## src/rtl/rs232_receive_pkg.sv

```systemverilog
// Shared definitions for the RS-232 receiver: FSM state encoding and
// default bit timing (27 MHz clock, 19200 baud).
`timescale 1ns/1ps
package rs232_receive_pkg;

  typedef enum logic [2:0] {
    ST_IDLE      = 3'd0,
    ST_START     = 3'd1,
    ST_DATA      = 3'd2,
    ST_STOP      = 3'd3,
    ST_WAIT_IDLE = 3'd4
  } rx_state_e;

  localparam int unsigned DEFAULT_CLKS_PER_BIT = 1406;
  localparam int unsigned DEFAULT_CNT_W        = 16;

endpackage

```

## src/rtl/rs232_bit_timer.sv

```systemverilog
// Bit-timing counter for the RS-232 receiver.
// Counts clk cycles from the last clear and raises combinational
// terminal-count strobes at the half-bit and full-bit points.
// Ports:
//   clk     in  system clock
//   rst     in  synchronous reset, active low
//   clr_i   in  force counter to 0 on the next edge (else increment)
//   half_o  out counter == CLKS_PER_BIT/2 - 1
//   full_o  out counter == CLKS_PER_BIT - 1
`timescale 1ns/1ps
module rs232_bit_timer
  import rs232_receive_pkg::*;
#(
  parameter int unsigned CLKS_PER_BIT = DEFAULT_CLKS_PER_BIT,
  parameter int unsigned CNT_W        = DEFAULT_CNT_W
) (
  input  logic clk,
  input  logic rst,
  input  logic clr_i,
  output logic half_o,
  output logic full_o
);

  localparam logic [CNT_W-1:0] HALF_TC = CNT_W'(CLKS_PER_BIT / 2 - 1);
  localparam logic [CNT_W-1:0] FULL_TC = CNT_W'(CLKS_PER_BIT - 1);

  logic [CNT_W-1:0] cnt_q;
  logic [CNT_W-1:0] cnt_d;

  // The owner clears at every sample point, so the counter never wraps.
  always_comb begin
    cnt_d = clr_i ? '0 : cnt_q + CNT_W'(1);
  end

  always_ff @(posedge clk) begin
    if (!rst) cnt_q <= '0;
    else      cnt_q <= cnt_d;
  end

  assign half_o = (cnt_q == HALF_TC);
  assign full_o = (cnt_q == FULL_TC);

endmodule

```

## src/rtl/rs232_receive.sv

```systemverilog
// RS-232 receiver, 8N1, LSB first, idle-high line.
// Synchronises the asynchronous line, detects the start edge, samples
// each bit at mid-bit and presents the byte through a valid/ack register.
// Ports:
//   clk          in   system clock
//   rst          in   synchronous reset, active low
//   rcv_data     in   serial line (asynchronous, idle 1)
//   data         out  last good byte; stable while data_valid=1
//   data_valid   out  holding register full, held until data_ack
//   data_ack     in   consumer acknowledge pulse
//   framing_err  out  one-cycle pulse when the stop bit samples 0
//   overrun      out  sticky: byte completed while data_valid=1
//   led_debug    out  1 while a frame is in progress
`timescale 1ns/1ps
module rs232_receive
  import rs232_receive_pkg::*;
#(
  parameter int unsigned CLKS_PER_BIT = DEFAULT_CLKS_PER_BIT,
  parameter int unsigned CNT_W        = DEFAULT_CNT_W
) (
  input  logic       clk,
  input  logic       rst,
  input  logic       rcv_data,
  output logic [7:0] data,
  output logic       data_valid,
  input  logic       data_ack,
  output logic       framing_err,
  output logic       overrun,
  output logic       led_debug
);

  rx_state_e  state_q;
  logic       rx_meta_q, rx_s_q, rx_d_q;
  logic [2:0] bit_idx_q;
  logic [7:0] shift_q;
  logic [7:0] data_q;
  logic       data_valid_q;
  logic       framing_err_q;
  logic       overrun_q;
  logic       fall;
  logic       timer_clr;
  logic       half_tc;
  logic       full_tc;

  // Two-flop synchroniser plus one delay stage for edge detection;
  // preset to 1 so reset looks like an idle line.
  always_ff @(posedge clk) begin
    if (!rst) begin
      rx_meta_q <= 1'b1;
      rx_s_q    <= 1'b1;
      rx_d_q    <= 1'b1;
    end else begin
      rx_meta_q <= rcv_data;
      rx_s_q    <= rx_meta_q;
      rx_d_q    <= rx_s_q;
    end
  end

  assign fall = rx_d_q & ~rx_s_q;

  // Timer held at 0 outside a frame, restarted at every sample point.
  always_comb begin
    timer_clr = 1'b1;
    case (state_q)
      ST_START:         timer_clr = half_tc;
      ST_DATA, ST_STOP: timer_clr = full_tc;
      default:          timer_clr = 1'b1;
    endcase
  end

  rs232_bit_timer #(
    .CLKS_PER_BIT (CLKS_PER_BIT),
    .CNT_W        (CNT_W)
  ) u_bit_timer (
    .clk    (clk),
    .rst    (rst),
    .clr_i  (timer_clr),
    .half_o (half_tc),
    .full_o (full_tc)
  );

  always_ff @(posedge clk) begin
    if (!rst) begin
      state_q       <= ST_IDLE;
      bit_idx_q     <= '0;
      shift_q       <= '0;
      data_q        <= '0;
      data_valid_q  <= 1'b0;
      framing_err_q <= 1'b0;
      overrun_q     <= 1'b0;
    end else begin
      framing_err_q <= 1'b0;

      // Ack is applied first so that a completion on the same edge
      // overrides the valid clear below.
      if (data_ack && data_valid_q) begin
        data_valid_q <= 1'b0;
        overrun_q    <= 1'b0;
      end

      case (state_q)
        ST_IDLE: begin
          if (fall) state_q <= ST_START;
        end
        ST_START: begin
          if (half_tc) begin
            if (!rx_s_q) begin
              state_q   <= ST_DATA;
              bit_idx_q <= '0;
            end else begin
              state_q   <= ST_IDLE;
            end
          end
        end
        ST_DATA: begin
          if (full_tc) begin
            shift_q   <= {rx_s_q, shift_q[7:1]};
            bit_idx_q <= bit_idx_q + 3'd1;
            if (bit_idx_q == 3'd7) state_q <= ST_STOP;
          end
        end
        ST_STOP: begin
          if (full_tc) begin
            if (rx_s_q) begin
              data_q       <= shift_q;
              data_valid_q <= 1'b1;
              if (data_valid_q && !data_ack) overrun_q <= 1'b1;
              state_q      <= ST_IDLE;
            end else begin
              framing_err_q <= 1'b1;
              state_q       <= ST_WAIT_IDLE;
            end
          end
        end
        ST_WAIT_IDLE: begin
          if (rx_s_q) state_q <= ST_IDLE;
        end
        default: state_q <= ST_IDLE;
      endcase
    end
  end

  assign data        = data_q;
  assign data_valid  = data_valid_q;
  assign framing_err = framing_err_q;
  assign overrun     = overrun_q;
  assign led_debug   = (state_q != ST_IDLE);

endmodule

```

## config.mk

```make
export PLATFORM = sky130hd
export DESIGN_NAME = rs232_receive
export DESIGN_NICKNAME = d
export VERILOG_FILES = /design/src/rtl/rs232_receive_pkg.sv /design/src/rtl/rs232_bit_timer.sv /design/src/rtl/rs232_receive.sv
export SDC_FILE = /design/constraint.sdc
export NUM_CORES = 1
export LEC_CHECK = 0
export BUFFER_PORTS_ARGS = -buffer_cell sky130_fd_sc_hd__buf_2
export CORE_ASPECT_RATIO = 0.5
export CORE_MARGIN = 4
export CORE_UTILIZATION = 50
export CTS_BUF_LIST = sky130_fd_sc_hd__clkbuf_2 sky130_fd_sc_hd__clkbuf_4 sky130_fd_sc_hd__clkbuf_8
export CTS_CLUSTER_SIZE = 24
export DETAILED_ROUTE_END_ITERATION = 7
export PLACE_DENSITY = 0.82
export SYNTH_ARGS = -nofsm -noshare
export SYNTH_HDL_FRONTEND = slang
export SYNTH_HIERARCHICAL = 1
export SYNTH_SLANG_ARGS = --single-unit
```

## constraint.sdc

```tcl
create_clock -name clk -period 2.2 [get_ports clk]
set_clock_uncertainty 0.05 [all_clocks]
set_input_delay 0 -clock clk [delete_from_list [all_inputs] [get_ports clk]]
set_output_delay 0 -clock clk [all_outputs]
set_load 0.005 [all_outputs]
```

==> results by stage, run 1 <==
Yosys:
- Yosys printed 6 warnings.
- After technology mapping, the gate count stands at 215.
- The number of nets in the synthesized netlist is between 200 and 250.
- The number of flops mapped to enable cells by yosys is 0.
- In this run the mean area of a mapped cell was 9.32 um2.
- The post-synthesis sequential element count is 44.
- The most used flip-flop cell after synthesis is sky130_fd_sc_hd__dfxtp_1.
- The post-synthesis async set-or-reset flop share is 0%.
- The share of the yosys chip area belonging to registers is 43.9%.
- In this run, distinct cell masters in the synthesized netlist total 46.
- The post-synthesis cell area is 2000 um2.

Timing:
- The number of failing setup endpoints in the final timing report is 41.
- The max-slew violation count was 0.
- Once routing completed, OpenROAD measured the worst setup slack at -180 ps.
- At the pin with the least slew margin, the transition time is ~360 ps.
- The worst path in the final design needs a cycle of between 2000 and 2500 ps, including I/O delays and setup.
- In this run the tightest slew margin relative to its limit is 75.6%.
- The final hold violation count is 0.
- The post-route fraction of the period consumed by the critical path is 108%.
- Derived from the worst setup path, the maximum achievable clock frequency is 420 MHz.
- Setup repair after global routing could not meet its margin everywhere.

Die:
- The initial utilization of the core area, before any placement, comes to a little under three fifths.
- The floorplan die height is between 50 and 60 um.
- The die width is 97.5 um.
- The die covers 5150 um2.
- The core outline area is 3640 um2.
- The floorplan has 15 rows.
- During I/O placement, the number of pins put on the boundary was 16.

Final layout:
- The area growth from synthesis to final layout is 21.2%.
- The net count of the finished layout is 256.
- Cells fill between 60% and 70% of the core in the end.
- For this run, the number of standard cells in the final layout without fillers is 299.
- In the final layout, the share of cells above drive strength 1 is 25.8%.
- The repair_antennas step left the layout with diodes totalling 0.
- The design area is 2430 um2.

Setup path:
- Walking the worst path, the cells encountered are or4_4 > or3_4 > nor3_4 > mux2i_1 > a22o_2 > nor4_4 > a31o_1.
- The setup slack on the worst flop-to-flop path is -180 ps.
- Together, buffers and inverters on the worst path number 0.
- The highest cell delay on the worst timing path is 530 ps.
- The startpoint kind of the worst setup timing path is a register.
- At the worst endpoint, the arrival time is 2570 ps.
- The slowest cell on the critical path is sky130_fd_sc_hd__or4_4.
- STA puts the critical path data required time at approximately 2400 ps.
- The critical path's top delay family is simple AND/OR/NAND/NOR gates.
- In this run the worst path has a maximum fanout of 4.
- The type of the setup path with the least slack is register to register.
- STA classifies the critical path endpoint as a register.

Routing:
- The number of routed nets with antenna violations is 0.
- The routed wirelength normalized by instance count is 13.5 um.
- Summing over every cut layer, the via total after detailed routing is 1636.
- After detailed routing, the number of vias per cell comes to 5.47.
- The remaining routing DRC violations is 0.
- The final wirelength is 4.04 mm.
- After the first detailed-routing iteration, the DRC count stood at 42.
- The detailed-routing iteration count for the pre-antenna-repair pass is 4.

GRT:
- The first global-routing pass estimated 7.10 mm of wire.
- The number of antenna violations at the first check in global routing was 0.
- Entering global routing, the biggest net connects 31 pins.
- Global routing consumed, over all layers together, 16.9% of the routing resources.
- The total overflow left after global routing is 0.
- The number of global-route vias before repair is approximately 1600.

Placed design:
- The area of placed instances is 2220 um2.
- The pre-CTS worst setup slack is -182 ps.
- The final weighted congestion in routability-driven placement is 0.900.
- After detailed placement, the design holds a cell count of between 200 and 300.
- Summed over all nets, the half-perimeter wirelength after detailed placement is 2.65 mm.
- The number of buffers added on ports is 15.

Power:
- The cell leakage power is 0.863 nW.
- VDD sags by at most 535 uV.
- The ratio of total power to cell area is 629 nW/um2.
- The design draws around 1.5 mW.

Clocking:
- CTS built an H-tree with a depth of 2.
- The tree is rooted in a sky130_fd_sc_hd__clkbuf_8.
- The number of buffers between clock root and the deepest sink is 2.
- The CTS tree is built.
- Clock tree synthesis inserted a total of 5 buffers.
- At the later pin of the worst-skew pair, clock insertion delay measures 290 ps.
- After clock tree synthesis, the clock-pin slew on the worst setup and hold paths is approximately 80 ps.
- Clock tree synthesis found a total of 44 sinks.

Flow run:
- The max-cap violation count is 0.

Status:
- The flow ran to the end, but the final reports show violations.
- The final reports fail on setup timing.

Hold path:
- The path type of the worst min-delay path is input port to register.
-- logic make-up after synthesis --
logic type / Yosys count / synth area share (%)
compound gates: 35 / 12.2
xor+xnor: 3 / 1.31
fa+ha+maj: 5 / 3.12
buf+inv: 13 / 2.87
flops: 44 / 43.9
mux: 14 / 6.99
simple gates: 101 / 29.6
-- final timing paths --
check | from | to | cells after the start
worst max-delay path | u_bit_timer/cnt_q[14] | state_q[2] | 7
worst min-delay path | rst | rx_s_q | 3
worst max register to register | u_bit_timer/cnt_q[14] | state_q[2] | 7
worst min register to register | rx_meta_q | rx_s_q | 1
-- state kept, by name, indices dropped and copies added (netlist names), named ones only --
| register | flops |
|---|---|
| state_q | 3 |
| framing_err | 1 |
| shift_q | 8 |
| bit_idx_q | 3 |
| rx_s_q | 1 |
| data | 8 |
| u_bit_timer/cnt_q | 16 |
| rx_d_q | 1 |
| rx_meta_q | 1 |
| data_valid | 1 |
-- final cells by class --
type	instances	area, um2
Fill cell	288	1210
Multi-Input combinational cell	158	1120
Sequential cell	44	883
Timing Repair Buffer	35	262
Clock buffer	5	68.8
Tap cell	51	63.8
Clock inverter	3	18.8
Inverter	3	11.3
-- metrics by stage --
stage	hold WS (ps)	setup TNS [ps]
after floorplan	51.5	-74.9
after CTS	87.6	-5620
after global routing	121	-7420
after global placement	135	-169
after detailed placement	143	-2440
final	92.4	-4810
-- cell usage after synthesis (4+ instances only) --
library cell	n	area (um2)
sky130_fd_sc_hd__a21boi_1	8	60.1
sky130_fd_sc_hd__a21oi_1	8	40.0
sky130_fd_sc_hd__buf_2	4	20.0
sky130_fd_sc_hd__clkbuf_1	5	18.8
sky130_fd_sc_hd__dfxtp_1	44	881
sky130_fd_sc_hd__ha_1	5	62.6
sky130_fd_sc_hd__mux2i_1	14	140
sky130_fd_sc_hd__nand2_1	31	116
sky130_fd_sc_hd__nand2b_1	8	50.1
sky130_fd_sc_hd__nand3_1	7	35.0
sky130_fd_sc_hd__nand4_1	4	25.0
sky130_fd_sc_hd__nor2_1	10	37.5
sky130_fd_sc_hd__nor2b_1	14	87.6
sky130_fd_sc_hd__o31ai_1	4	30.0
sky130_fd_sc_hd__or3_1	4	25.0
sky130_fd_sc_hd__or4_1	5	37.5
-- cell usage in the layout (no fill, tap or decap), drive strengths merged, types with 7 or more instances in the layout --
cell,count
a21oi,8
nand2b,8
nor2,10
nor2b,14
mux2i,14
dfxtp,44
a21boi,8
nand2,31
nand3,7
buf,33
-- timing repair --
item                                    CTS  global route
hold buffers                              2             0
endpoints found under the hold margin     3             0
endpoints found under the setup margin   31            41
pin swaps                                 5             6
resized for setup                        13            11
cloned                                    1             0
buffers inserted                          3             0
-- power by group --
| group | switching, mW | total [mW] | internal (mW) |
|---|---|---|---|
| registers | 0.00812 | 0.817 | 0.809 |
| clock network | 0.276 | 0.497 | 0.221 |
| logic | 0.116 | 0.212 | 0.0960 |
| total | 0.400 | 1.53 | 1.13 |
-- worst register-to-register path: stages (launching register included) --
cell	delay (ps)
sky130_fd_sc_hd__dfxtp_2	330
sky130_fd_sc_hd__or4_4	530
sky130_fd_sc_hd__or3_4	380
sky130_fd_sc_hd__nor3_4	210
sky130_fd_sc_hd__mux2i_1	120
sky130_fd_sc_hd__a22o_2	300
sky130_fd_sc_hd__nor4_4	290
sky130_fd_sc_hd__a31o_1	130
-- layer usage --
layer  global-route usage, %  wire length [um]
met5                       0                 0
met4                    4.14                16
met3                    3.59               134
met2                    30.8              1980
met1                    20.7              1910
(Power assumes the default switching activity.)
==> inputs of run 2 (changes only) <==
- PLACE_DENSITY: 0.82 -> 0.79
- clock period: 2.2 -> 2.3 ns (I/O delays scaled with it)
==> results by stage, run 2 (synthesized netlist as in run 1, its figures left out) <==
Final layout:
- The flip-flop count of the largest register, all copies and words added was 16 (unchanged).
- The final antenna diode count came to 0 (unchanged).
- The most frequent standard cell in the layout excluding fill and tap cells was sky130_fd_sc_hd__dfxtp_1 (unchanged).
- The design area came to 2450 um2 (was 2430 um2).
- Most frequent cells in the layout: sky130_fd_sc_hd__dfxtp_1, sky130_fd_sc_hd__nand2_1, sky130_fd_sc_hd__buf_2 (unchanged).
- The area growth from synthesis to final layout is 22.4% (was 21.2%).
- The proportion of layout cells with a drive suffix above 1 is 25.7% (was 25.8%).
- The number of nets at the end of the flow is 253 (was 256).
- The register containing the most flip-flops in the final layout is u_bit_timer/cnt_q (unchanged).

Timing:
- The number of failing setup endpoints in the final timing report is 11 (was 41).
- The headroom to the max-slew limit is 73.3% (was 75.6%).
- The post-route fraction of the period consumed by the critical path came to 102% (was 108%).
- The worst-case hold slack is 77.5 ps (was 92.4 ps).
- The peak clock frequency supported by timing is 425 MHz (was 420 MHz).
- The final period demand of the worst path is 2360 ps (was 2380 ps).
- The max-slew violation count was 0 (unchanged).
- The slew at the pin closest to its max-slew limit is 400 ps (was 362 ps).
- The setup slack after layout is -55.3 ps (was -180 ps).
- Setup repair after global routing missed its margin: true (unchanged).
- The final hold violation count is 0 (unchanged).

GRT:
- The number of global-route vias before repair came to 1461 (was 1589).
- The largest net degree at the start of global routing came to 31 (unchanged).
- The total overflow reported by the global router is 0 (unchanged).
- The number of antenna violations at the first check in global routing is 0 (unchanged).
- The first-pass GRT wire length is 6.52 mm (was 7.10 mm).
- The global routing usage summed across all routing layers is 15.9% (was 16.9%).

Flow run:
- The max-cap violation count came to 0 (unchanged).

Routing:
- The remaining routing DRC violations came to 0 (unchanged).
- The detailed-routing iteration count for the pre-antenna-repair pass is 4 (unchanged).
- The DRC violation total after the first TritonRoute iteration is 50 (was 42).
- The final wirelength was 3.91 mm (was 4.04 mm).
- The routed wirelength normalized by instance count is 13.2 um (was 13.5 um).
- The total via count after detailed routing is 1628 (was 1636).
- The number of routed nets with antenna violations is 0 (unchanged).
- The via-per-instance ratio is 5.50 (was 5.47).

Setup path:
- The critical path's top delay family is simple AND/OR/NAND/NOR gates (unchanged).
- The reg-to-reg endpoint is data[4] (was state_q[2]).
- The data arrival time of the critical path came to 2500 ps (was 2570 ps).
- The buffers plus inverters on the worst setup path was 2 (was 0).
- The critical-path maximum fanout is 5 (was 4).
- The startpoint kind of the worst setup timing path is a register (unchanged).
- CP Cell Sequence: or4_4 > or3_4 > nor3_4 > buf_4 > and4_4 > buf_6 > mux2i_1 > nor2b_1 (was or4_4 > or3_4 > nor3_4 > mux2i_1 > a22o_2 > nor4_4 > a31o_1).
- The worst setup path endpoint is data[4] (was state_q[2]).
- The depth of the critical timing path with buffers and inverters included is 8 (was 7).
- The data required time at the worst endpoint is 2450 ps (was 2390 ps).
- The launching instance or port of the critical path is u_bit_timer/cnt_q[14] (unchanged).
- The startpoint of the worst register-to-register path is u_bit_timer/cnt_q[14] (unchanged).
- The highest cell delay on the worst timing path is 520 ps (was 530 ps).
- The number of cells traversed by the worst register-to-register path is 8 (was 7).
- The setup slack on the worst flop-to-flop path is -60 ps (was -180 ps).
- The slowest cell on the critical path is sky130_fd_sc_hd__or4_4 (unchanged).
- The type of the setup path with the least slack was register to register (unchanged).
- The nature of the critical path endpoint is a register (unchanged).

Clocking:
- The CTS buffer count was 5 (unchanged).
- The clock insertion delay at the later pin of the skew report is 300 ps (was 290 ps).
- The root buffer cell is sky130_fd_sc_hd__clkbuf_8 (unchanged).
- The number of H-tree levels is 2 (unchanged).
- The CTS clock-pin slew for the worst setup and hold paths is 90 ps (was 80 ps).
- The number of buffers between clock root and the deepest sink is 2 (unchanged).
- The CTS tree was built (unchanged).
- The total clock sinks is 44 (unchanged).

Die:
- The floorplan die height is 52.8 um (unchanged).
- The count of pins on the block boundary is 16 (unchanged).
- The initial standard-cell utilization of the core is 55.1% (unchanged).
- The area of the die is 5150 um2 (unchanged).
- The number of rows in the core area is 15 (unchanged).
- The die width came to 97.5 um (unchanged).
- The core outline area was 3640 um2 (unchanged).

Placed design:
- The number of buffers added on ports was 15 (unchanged).
- The final weighted congestion in routability-driven placement is 0.867 (was 0.900).
- The area of placed instances is 2190 um2 (was 2220 um2).
- The detailed placer's ending HPWL is 2.58 mm (was 2.65 mm).

Power:
- The cell leakage power is 0.861 nW (was 0.863 nW).
- The ratio of total power to cell area is 658 nW/um2 (was 629 nW/um2).
- The total power of the final layout is 1.61 mW (was 1.53 mW).
- The maximum ir drop on the vdd rail is 497 uV (was 535 uV).

Hold path:
- The path type of the worst min-delay path is input port to register (unchanged).

Status:
- Violations in the final reports: setup timing (unchanged).
- Status: finished with violations (unchanged).
## run 2: cell count changes in the layout (fill, tap and decap cells not counted), moves of 4 or more
cell | previous run | this run
sky130_fd_sc_hd__nand2_2 | 4 | 0
sky130_fd_sc_hd__nand2_1 | 27 | 31
sky130_fd_sc_hd__nor2_1 | 9 | 5
sky130_fd_sc_hd__a21oi_1 | 7 | 1
sky130_fd_sc_hd__a21oi_2 | 1 | 7
## run 2: report_power, final
part	internal [mW]	leakage [nW]	total, mW	switching, mW
logic	0.103	0.450	0.211	0.107
clock network	0.327	0.0548	0.602	0.275
registers	0.774	0.356	0.800	0.0261
total	1.20	0.861	1.61	0.409
## run 2: cell type report
type                            instances  area (um2)
Clock buffer                            5        68.8
Timing Repair Buffer                   32         234
Multi-Input combinational cell        158        1150
Sequential cell                        44         882
Fill cell                             280        1190
Tap cell                               51        63.8
Inverter                                3        11.3
Clock inverter                          3        46.3
## run 2: worst min path at each step
stage,slack [ps],end,cells after the start,startpoint
after global placement,140,rx_meta_q,2,rcv_data
after floorplan,50,rx_meta_q,1,rcv_data
after detailed placement,140,rx_meta_q,2,rcv_data
after global routing,90,u_bit_timer/cnt_q[14],4,rst
final,80,u_bit_timer/cnt_q[14],4,rst
after CTS,100,rx_s_q,3,rst
## run 2: worst reg2reg max path, stage by stage, from the launching register on
cell	delay [ps]
sky130_fd_sc_hd__dfxtp_2	330
sky130_fd_sc_hd__or4_4	520
sky130_fd_sc_hd__or3_4	380
sky130_fd_sc_hd__nor3_4	210
sky130_fd_sc_hd__buf_4	160
sky130_fd_sc_hd__and4_4	230
sky130_fd_sc_hd__buf_6	130
sky130_fd_sc_hd__mux2i_1	200
sky130_fd_sc_hd__nor2b_1	60
## run 2: through the flow
step                      cells  TNS, ps  util, %  setup slack [ps]
after floorplan             215        0        -              22.1
after global placement      283        0     60.2              24.5
after detailed placement    283    -93.4     60.2             -42.5
after CTS                   294     -325     64.7             -52.3
after global routing        296    -2790     67.4              -163
final                       296     -304     67.4             -55.3
## run 2: per-layer routing
layer	vias to the layer above	GRT usage, %	routed length [um]
met4	0	7.82	61
met5	-	0	0
met3	6	3.98	208
met2	45	26.4	1850
met1	757	19.7	1790
li1	820	-	-
## run 2: repair_timing
| action | in CTS | in global routing |
|---|---|---|
| gates cloned | 0 | 0 |
| hold buffers | 2 | 0 |
| setup buffers | 1 | 2 |
| endpoints found under the setup margin | 17 | 32 |
| hold endpoints to repair | 3 | 0 |
| resized for setup | 5 | 25 |
| pin swaps | 1 | 5 |
